**src/rtl/jtag_dr_bank.sv**
```systemverilog
// User data-register bank behind two JTAG extended-register chains: ER1 reads/writes
// the register array through address/data frames, ER2 reads back the accepted-write count.
module jtag_dr_bank #(
    parameter int                DATA_W    = 8,
    parameter int                ADDR_W    = 2,
    parameter int                NUM_REGS  = 4,
    parameter logic [DATA_W-1:0] RESET_VAL = '0
) (
    input  logic                       JTCK,
    input  logic                       JRSTN,
    input  logic                       JTDI,
    input  logic                       JSHIFT,
    input  logic                       JUPDATE,
    input  logic                       JCE1,
    input  logic                       JCE2,
    input  logic                       JRTI1,
    output logic                       JTDO1,
    output logic                       JTDO2,
    output logic [NUM_REGS*DATA_W-1:0] regs_flat,
    output logic                       upd_strobe,
    output logic                       rti1_pulse
);

    localparam int FW = 1 + ADDR_W + DATA_W;

    logic [DATA_W-1:0] r_regs [NUM_REGS];
    logic [FW-1:0]     r_sr1;
    logic [15:0]       r_sr2;
    logic [15:0]       r_updCount;
    logic [ADDR_W-1:0] r_lastAddr;
    logic              r_sel1;
    logic              r_updStrobe;
    logic              r_jrti1Q;

    logic [DATA_W-1:0] w_rdData;
    logic [DATA_W-1:0] w_updData;
    logic [ADDR_W-1:0] w_updAddr;
    logic              w_updWr;
    logic              w_updInRange;
    logic              w_update;
    logic              w_acceptWrite;

    assign w_updData     = r_sr1[DATA_W-1:0];
    assign w_updAddr     = r_sr1[DATA_W+ADDR_W-1:DATA_W];
    assign w_updWr       = r_sr1[FW-1];
    assign w_updInRange  = (32'(w_updAddr) < NUM_REGS);
    assign w_update      = JUPDATE & r_sel1;
    assign w_acceptWrite = w_update & w_updWr & w_updInRange;

    // Read mux returns zero for an out-of-range last address.
    always_comb begin
        w_rdData = '0;
        for (int i = 0; i < NUM_REGS; i++) begin
            if (r_lastAddr == ADDR_W'(i)) begin
                w_rdData = r_regs[i];
            end
        end
    end

    always_ff @(posedge JTCK or negedge JRSTN) begin
        if (!JRSTN) begin
            for (int i = 0; i < NUM_REGS; i++) begin
                r_regs[i] <= RESET_VAL;
            end
        end else if (w_acceptWrite) begin
            for (int i = 0; i < NUM_REGS; i++) begin
                if (w_updAddr == ADDR_W'(i)) begin
                    r_regs[i] <= w_updData;
                end
            end
        end
    end

    always_ff @(posedge JTCK or negedge JRSTN) begin
        if (!JRSTN) begin
            r_sr1 <= '0;
        end else if (JCE1) begin
            if (JSHIFT) begin
                r_sr1 <= {JTDI, r_sr1[FW-1:1]};
            end else begin
                r_sr1 <= {1'b0, r_lastAddr, w_rdData};
            end
        end
    end

    always_ff @(posedge JTCK or negedge JRSTN) begin
        if (!JRSTN) begin
            r_sr2 <= '0;
        end else if (JCE2) begin
            if (JSHIFT) begin
                r_sr2 <= {JTDI, r_sr2[15:1]};
            end else begin
                r_sr2 <= r_updCount;
            end
        end
    end

    // Selection set wins over clear, so an update overlapping chain activity re-arms ER1.
    always_ff @(posedge JTCK or negedge JRSTN) begin
        if (!JRSTN) begin
            r_sel1 <= 1'b0;
        end else if (JCE1) begin
            r_sel1 <= 1'b1;
        end else if (JUPDATE) begin
            r_sel1 <= 1'b0;
        end
    end

    always_ff @(posedge JTCK or negedge JRSTN) begin
        if (!JRSTN) begin
            r_lastAddr  <= '0;
            r_updStrobe <= 1'b0;
            r_updCount  <= '0;
            r_jrti1Q    <= 1'b0;
        end else begin
            r_updStrobe <= w_acceptWrite;
            r_jrti1Q    <= JRTI1;
            if (w_update) begin
                r_lastAddr <= w_updAddr;
            end
            if (w_acceptWrite) begin
                r_updCount <= r_updCount + 16'd1;
            end
        end
    end

    always_comb begin
        regs_flat = '0;
        for (int i = 0; i < NUM_REGS; i++) begin
            regs_flat[i*DATA_W +: DATA_W] = r_regs[i];
        end
    end

    assign JTDO1      = r_sr1[0];
    assign JTDO2      = r_sr2[0];
    assign upd_strobe = r_updStrobe;
    assign rti1_pulse = JRTI1 & ~r_jrti1Q;

endmodule

```
**config.mk**
```make
export PLATFORM = sky130hd
export DESIGN_NAME = jtag_dr_bank
export DESIGN_NICKNAME = d
export VERILOG_FILES = /design/src/rtl/jtag_dr_bank.sv
export SDC_FILE = /design/constraint.sdc
export NUM_CORES = 1
export LEC_CHECK = 0
export ABC_AREA = 1
export CORE_ASPECT_RATIO = 1.1
export CORE_MARGIN = 2
export CORE_UTILIZATION = 48
export CTS_BUF_LIST = sky130_fd_sc_hd__clkbuf_4
export DETAILED_ROUTE_END_ITERATION = 6
export PLACE_DENSITY_LB_ADDON = 0.3
export SETUP_SLACK_MARGIN = 0.02
export SLEW_MARGIN = 15
export SYNTH_ARGS = -nofsm -noshare
export SYNTH_HDL_FRONTEND = slang
export SYNTH_SLANG_ARGS = --single-unit
```
**constraint.sdc**
```tcl
create_clock -name JTCK -period 1.44 [get_ports JTCK]
set_input_delay 0.432 -clock JTCK [delete_from_list [all_inputs] [get_ports JTCK]]
set_output_delay 0.432 -clock JTCK [all_outputs]
set_load 0.01 [all_outputs]
```
**Word level (Yosys, flattened, before mapping)**

Index checks and enable logic that the tools add are counted.
W data, S select, Z words.

- $add $sub $neg: 1
- Eq/ne operators: 6
- Mux-type cells: 8
- Bitwise operators: 4
- Reductions and logical operators: 7

Operator list:

| cell | count |
|---|---|
| $mux W8 | 4 |
| $add A16 B1 Y16 const B | 1 |
| $mux W16 | 1 |
| $mux W11 | 1 |
| $eq A2 B2 Y1 const B | 4 |
| $reduce_and A2 Y1 | 4 |
| $eq A2 B1 Y1 const B | 2 |
| $logic_not A2 Y1 | 2 |
| $and A1 B1 Y1 | 3 |
| $mux W1 | 2 |
| $reduce_bool A2 Y1 | 1 |
| $not A1 Y1 | 1 |

- Register bits: 80
- Bits of input ports: 8
- Output and inout bits: 36
- Word-level logic and storage cells: 37

**Depth between registers and ports, before layout**

Gate-level depths: netlist of run 1.

- Depth after elaboration: 6
- Depth in mapped cells: 9
- Gate-level depth less buffers: 9

**Worst setup path before layout of run 1**

OpenSTA, ideal clock, no wires.

- Path type: input-to-reg
- Start point: input JUPDATE
- End point: register r_regs (netlist bit regs_flat[21])
- Setup time: 126 ps
- Data arrival time: 1170 ps
- Required time: 1314 ps
- Slack: 144 ps
- Cell stages on the path: 6
- Buffers on the path: 1
- Cells stage by stage: nand2_2 -> nor2_1 -> nand3_1 -> buf_2 -> nand2_1 -> o21ai_0

- Longest elaborated chain between the ends: 3

RTL lines:

| item | line | RTL |
|---|---|---|
| from (decl) | 13 | `input logic JUPDATE,` |
| $and A1 B1 Y1 | 47 | `assign w_update = JUPDATE & r_sel1;` |
| $and A1 B1 Y1 | 48 | `assign w_acceptWrite = w_update & w_updWr & w_updInRange;` |
| $reduce_and A2 Y1 (no source line) | - |  |
| to (signal, indexed assignment) | 68 | `r_regs[i] <= w_updData;` |
| to (decl) | 26 | `logic [DATA_W-1:0] r_regs [NUM_REGS];` |

Every way passes these cells.
A chain may end at the register's enable or synchronous reset.

**Worst setup path in the final report of run 1**

- Start point: register r_jrti1Q
- End point: output rti1_pulse

- Longest elaborated chain between the ends: 2

RTL lines:

| item | line | RTL |
|---|---|---|
| from (decl) | 33 | `logic r_jrti1Q;` |
| from (signal assigned) | 114 | `r_jrti1Q <= 1'b0;` |
| from (signal assigned) | 117 | `r_jrti1Q <= JRTI1;` |
| $not A1 Y1 | 137 | `assign rti1_pulse = JRTI1 & ~r_jrti1Q;` |
| $and A1 B1 Y1 | 137 |  |
| to (decl) | 21 | `output logic rti1_pulse` |

Every way passes these cells.

==> results of run 1 <==
## through the flow
| step | hold slack (ns) | total power, mW | cells | worst slack (ns) | TNS (ns) |
|---|---|---|---|---|---|
| after detailed placement | 0.359 | 5.35 | 581 | -0.555 | -19.66 |
| after CTS | 0.220 | 6.60 | 625 | -0.0378 | -0.0534 |
| after global routing | 0.202 | 7.46 | 644 | -0.131 | -1.32 |
| after global placement | 0.353 | 5.28 | 581 | -0.552 | -18.36 |
| final | 0.218 | 7.05 | 644 | -0.0296 | -0.0534 |
| after floorplan | 0.136 | 4.08 | 435 | 0.144 | 0 |
## timing repair
| action | CTS | global route |
|---|---|---|
| cloned | 0 | 1 |
| resized for setup | 148 | 50 |
| setup endpoints to repair | 40 | 58 |
| pin swaps | 1 | 15 |
| buffers inserted | 27 | 18 |
| hold endpoints to repair | 22 | 0 |
| hold buffers | 1 | 0 |
## cell type report
type                            count  area [µm²]  area share (%)
Tap cell                           87         109            2.24
Multi-Input combinational cell    296        1510            31.0
Clock inverter                      6        42.5           0.876
Clock buffer                       10        75.1            1.55
Timing Repair Buffer              122         957            19.7
Sequential cell                    80        2000            41.2
Inverter                           43         164            3.37
## placed cells by master (no fill, tap or decap), types with 2 or more instances in the layout
cell type        synthesis  layout
inv_2                    2       2
xnor2_1                  4       4
buf_4                    0      71
dfrtp_1                 80      80
buf_12                   0       5
nand2_1                135     124
nor2_2                   0       2
buf_2                    4      32
o21ai_0                 45      36
clkbuf_4                 0      10
inv_1                   40      39
nor2_4                   1       4
xor2_1                   3       3
clkinv_1                 1       2
a21oi_1                 16      16
o21ai_1                  0       3
nand2_4                  0       5
nor2_1                  39      34
buf_6                    1       6
o21ai_2                  0       6
nand3b_1                 2       2
a31oi_1                 16      16
nand3_1                 20      19
clkdlybuf4s50_1          0       4
nor3_4                   1       3
inv_6                    0       2
nor3_1                   3       3
nand4_1                  5       5
nand2_2                  1       7
## cells by family after synthesis
| group | Yosys count | share of synthesized area, % |
|---|---|---|
| buf+inv | 59 | 6.47 |
| simple gates | 211 | 24.9 |
| compound gates | 77 | 11.2 |
| fa+ha+maj | 1 | 0.346 |
| flops | 80 | 55.4 |
| xor+xnor | 7 | 1.70 |
## worst max-delay path by stage
stage	end	cells after the start	start
after CTS	rti1_pulse	2	r_jrti1Q
after global placement	rti1_pulse	4	JRTI1
after detailed placement	rti1_pulse	4	JRTI1
after global routing	rti1_pulse	2	r_jrti1Q
after floorplan	regs_flat[21]	6	JUPDATE
final	rti1_pulse	2	r_jrti1Q
## report_power, final
part	switching (mW)	total, mW	internal [mW]
clock network	0.833	1.21	0.381
logic	1.31	2.70	1.40
registers	0.367	3.13	2.76
## state kept, by name, summed over array words and instances, names as in the netlist
signal and count:
r_updCount 16, r_jrti1Q 1, r_sr2 16, r_sel1 1, r_lastAddr 2, r_sr1 11, regs_flat 32, upd_strobe 1
## routing by layer
metal	routed length (µm)	part of all wire [%]	vias up
li1	-	-	1639
met1	3820	41	1606
met2	4800	52	101
met3	447	4.8	21
met4	229	2.5	0
met5	0	0	-
==> run_results.csv, run 1 <==
group,metric,value,unit
run_status,outcome,"complete, but fails checks",
run_status,violations,"setup timing",
detailed_routing,via_per_inst,5.23,
logic_synthesis,synth_seq_cells,80,
placed_design,place.gp.congestion,0.849,
floorplanning,ios,44,
detailed_routing,drt_first_pass_iters,5,
floorplanning,initial_core_util,48.9,%
final_layout,utilization,65.7,%
logic_synthesis,ys.flop_type,"dfrtp_1",
sta,fin_crit,1.47,ns
global_routing,grt_max_degree,33,
floorplanning,die-area,8240,µm²
floorplanning,fp.dieW,86.7,µm
final_layout,fillers,574,
power,pwr_density_cell,1450,nW/µm²
sta,fin_crit_sh,102,%
logic_synthesis,synthMostInstantiatedCell,"nand2_1",
logic_synthesis,synth_area,3610,µm²
setup_path,timing.reg2reg.setup_slack,0.03,ns
min_path,min_delay_path_depth,1,
detailed_routing,num_vias,3367,
setup_path,path_delay_family,"flip-flops",
global_routing,grt_pass1_wl,14700,µm
clock_tree,cts_buffers,9,
placed_design,place_hpwl,6070,µm
logic_synthesis,ys_warn_count,0,
setup_path,cp_num_buf_inv,1,
logic_synthesis,syn_inst,435,
global_routing,grt_use_total,23.1,%
sta,max_freq,680,MHz
detailed_routing,wl,9290,µm
placed_design,io_buffer_count,43,
detailed_routing,dr.first_iter.drc_count,169,
logic_synthesis,async_flop_share,100,%
setup_path,path_class,"reg2out",
logic_synthesis,synth_edf_count,0,
sta,slew_viol_final,0,
power,ir_drop,861,µV
logic_synthesis,synth_nets,444,
global_routing,grt_use_met2,39.2,%
logic_synthesis,yosys.cell_types.count,25,
detailed_routing,avgRoutedWirePerCell,14.4,µm
sta,layout_setup_ws,-0.0296,ns
placed_design,dpl_cell_area,4380,µm²
global_routing,antenna_found_initial,0,
logic_synthesis,yosysSeqAreaShare,55.4,%
setup_path,slowest_delay,0.39,ns
global_routing,busiest_layer,"met2",
run,drv_cap,0,
final_layout,diodes,0,
sta,fin_skew,0.0140,ns
floorplanning,core,7390,µm²
logic_synthesis,avgSynthCellArea,8.31,µm²
detailed_routing,final_antenna_net_count,0,
clock_tree,insertion_delay,0.45,ns
sta,rsz0062_at_grt,"yes",
setup_path,cp_slowest_cell,"dfrtp_1",
sta,max_slew_margin,73.9,%
final_layout,fin_area,4860,µm²
logic_synthesis,ys_top_cells_by_count,"135 x nand2_1, 80 x dfrtp_1, 45 x o21ai_0",
setup_path,critPathArrivalTime,1.04,ns
global_routing,grt_pass1_vias,3222,
sta,worst_pin_slew,0.390,ns
logic_synthesis,synth_area_leaders,"dfrtp_1 55%, nand2_1 14%, o21ai_0 6.2%",
clock_tree,root_buffer,"clkbuf_4",
clock_tree,clkSlewWorstSetupHoldPaths,0.14,ns
min_path,hold_class,"in2reg",
logic_synthesis,synth_area_leader_cell,"dfrtp_1",
setup_path,crit_path_max_fanout,1,
final_layout,final_nets,561,
clock_tree,clockBufferDepth,2,
floorplanning,rows,33,
clock_tree,h-tree-depth,3,
setup_path,worst_setup_path_start_kind,"flop",
setup_path,reg2reg_to,"regs_flat[29]",
final_layout,area_growth_syn_to_layout,34.4,%
setup_path,r2r-start,"r_sel1",
setup_path,path_cells,"nor2_1 > buf_2",
detailed_routing,drcViolationCount,0,
final_layout,drive_gt1_share,29.4,%
clock_tree,tritoncts,"yes",
setup_path,required,1.01,ns
global_routing,grt_overflow,0,
logic_synthesis,synth_top_area_share,55.4,%
sta,setup_violations,4,
floorplanning,die_y,95,µm
global_routing,gr-usage-met1,28.5,%
min_path,whs_endpoint,"r_jrti1Q",
setup_path,reg2reg_depth,7,
power,p_leak,2.51,nW
setup_path,crit_path_end_kind,"primary output",
global_routing,globalRouteMet3Util,3.93,%
min_path,min_from,"JRTI1",
clock_tree,clkSinkCount,80,
sta,hold_viol,0,
Note: power is estimated with default switching activity, not from simulation.
==> run 2, diff against run 1 <==
TNS_END_PERCENT = 5   (was not set)
==> run_results.csv, run 2 (synthesis gave the netlist of run 1 again) <==
group,metric,value,unit
run_status,outcome,"complete, but fails checks",
run_status,violations,"setup timing",
setup_path,required,1.01,ns
sta,fin_crit_sh,101,%
final_layout,fillers,621,
floorplanning,ios,44,
clock_tree,clkSinkCount,80,
placed_design,pre_cts_ws,-0.555,ns
global_routing,grt_pass1_wl,14700,µm
final_layout,seq_area,2000,µm²
final_layout,largest_reg_flops,32,
clock_tree,cts_buffers,9,
global_routing,antenna_found_initial,0,
final_layout,diodes,0,
sta,worst_pin_slew,0.380,ns
sta,fin_crit,1.46,ns
setup_path,worst_setup_path_start_kind,"flop",
floorplanning,initial_core_util,48.9,%
min_path,hold_class,"in2reg",
placed_design,io_buffer_count,43,
detailed_routing,drcViolationCount,0,
clock_tree,clockBufferDepth,2,
floorplanning,fp.dieW,86.7,µm
final_layout,final_nets,542,
sta,rsz0062_at_grt,"yes",
sta,max_slew_margin,74.6,%
detailed_routing,wl,8770,µm
setup_path,critPathArrivalTime,1.03,ns
placed_design,place.gp.congestion,0.849,
detailed_routing,final_antenna_net_count,0,
final_layout,multi_input_area,1410,µm²
power,ir_drop,824,µV
clock_tree,clkSlewWorstSetupHoldPaths,0.13,ns
setup_path,crit_path_max_fanout,1,
sta,fin_skew,0.0120,ns
clock_tree,h-tree-depth,3,
floorplanning,die_y,95,µm
global_routing,grt_overflow,0,
detailed_routing,num_vias,3244,
setup_path,timing.reg2reg.setup_slack,0.07,ns
final_layout,utilization,62.1,%
global_routing,grt_use_total,23.1,%
power,p_leak,2.35,nW
setup_path,path_class,"reg2out",
global_routing,grt_pass1_vias,3222,
sta,setup_violations,5,
placed_design,place_hpwl,6070,µm
clock_tree,root_buffer,"clkbuf_4",
sta,max_freq,686,MHz
final_layout,drive_gt1_share,23.4,%
run,drv_cap,0,
final_layout,stdcell_count,625,
floorplanning,die-area,8240,µm²
detailed_routing,drt_first_pass_iters,4,
placed_design,dpl_cell_area,4380,µm²
setup_path,crit_path_end_kind,"primary output",
detailed_routing,via_per_inst,5.19,
detailed_routing,dr.first_iter.drc_count,150,
final_layout,fin_area,4590,µm²
sta,layout_setup_ws,-0.0175,ns
floorplanning,core,7390,µm²
floorplanning,rows,33,
placed_design,dpl.cell_count,581,
final_layout,mostFrequentLayoutCells,"134 x nand2_1, 80 x dfrtp_1, 55 x buf_4",
clock_tree,tritoncts,"yes",
sta,slew_viol_final,0,
sta,hold_viol,0,
power,pwr_density_cell,1450,nW/µm²
final_layout,area_growth_syn_to_layout,27.1,%
clock_tree,insertion_delay,0.44,ns
detailed_routing,avgRoutedWirePerCell,14.0,µm
global_routing,grt_max_degree,33,
final_layout,final_common_cell,"nand2_1",
## run 2: changes by cell type in the layout (fill, tap and decap cells not counted), moves of 2 or more
cell and change:
buf_4 -16, buf_6 -2, nand2_1 +10, nand2_2 -5, nand2_4 -5, nor2_4 -2
o21ai_0 +8, o21ai_1 -2, o21ai_2 -6
## run 2: area by class of cell
type | instances | area share, %
Clock buffer | 10 | 1.63
Clock inverter | 6 | 0.926
Inverter | 43 | 3.51
Multi-Input combinational cell | 296 | 30.8
Sequential cell | 80 | 43.6
Tap cell | 87 | 2.37
Timing Repair Buffer | 103 | 17.2
## run 2: report_power, final
| group | leakage (nW) | switching, mW | total (mW) | internal, mW |
|---|---|---|---|---|
| sequential | 0.995 | 0.350 | 3.11 | 2.76 |
| clock | 0.0648 | 0.820 | 1.20 | 0.381 |
| combinational | 1.29 | 1.21 | 2.36 | 1.15 |
| total | 2.35 | 2.38 | 6.67 | 4.29 |
## run 2: per-stage QoR
step                      power (mW)  hold WS (ns)  TNS, ns
final                           6.67         0.227  -0.0341
after global routing            7.08         0.211   -0.962
after CTS                       6.61         0.220   -0.112
after detailed placement        5.35         0.359   -19.66
after global placement          5.28         0.353   -18.36
after floorplan                 4.08         0.136        0
## run 2: final timing paths
path,from,to,cells past startpoint
min in group asynchronous,JRSTN,regs_flat[6],2
worst max register to register,r_updCount[0],r_updCount[10],8
worst min register to register,r_updCount[15],r_updCount[15],2
max in group asynchronous,JRSTN,r_sr2[10],3
worst min-delay path,JRTI1,r_jrti1Q,1
worst max-delay path,r_jrti1Q,rti1_pulse,2
## run 2: critical path, cell delays in order, from the launching register on
cell,delay [ns]
dfrtp_1,0.38
nor2_1,0.07
buf_2,0.13
## run 2: timing repair
action                                  in CTS  in global routing
pin swaps                                    1                  2
endpoints found under the setup margin      40                 58
endpoints found under the hold margin       22                  0
hold buffers                                 1                  0
setup buffers                               27                  0
gates cloned                                 0                  0
resized for setup                          147                 13
## run 2: layer usage
layer  GRT usage (%)  part of all wire (%)  vias up
met2            39.2                    50       74
met4            11.1                   2.7        0
met3            3.93                   3.6       22
met1            28.5                    44     1555
li1                -                     -     1593
met5               0                     0        -
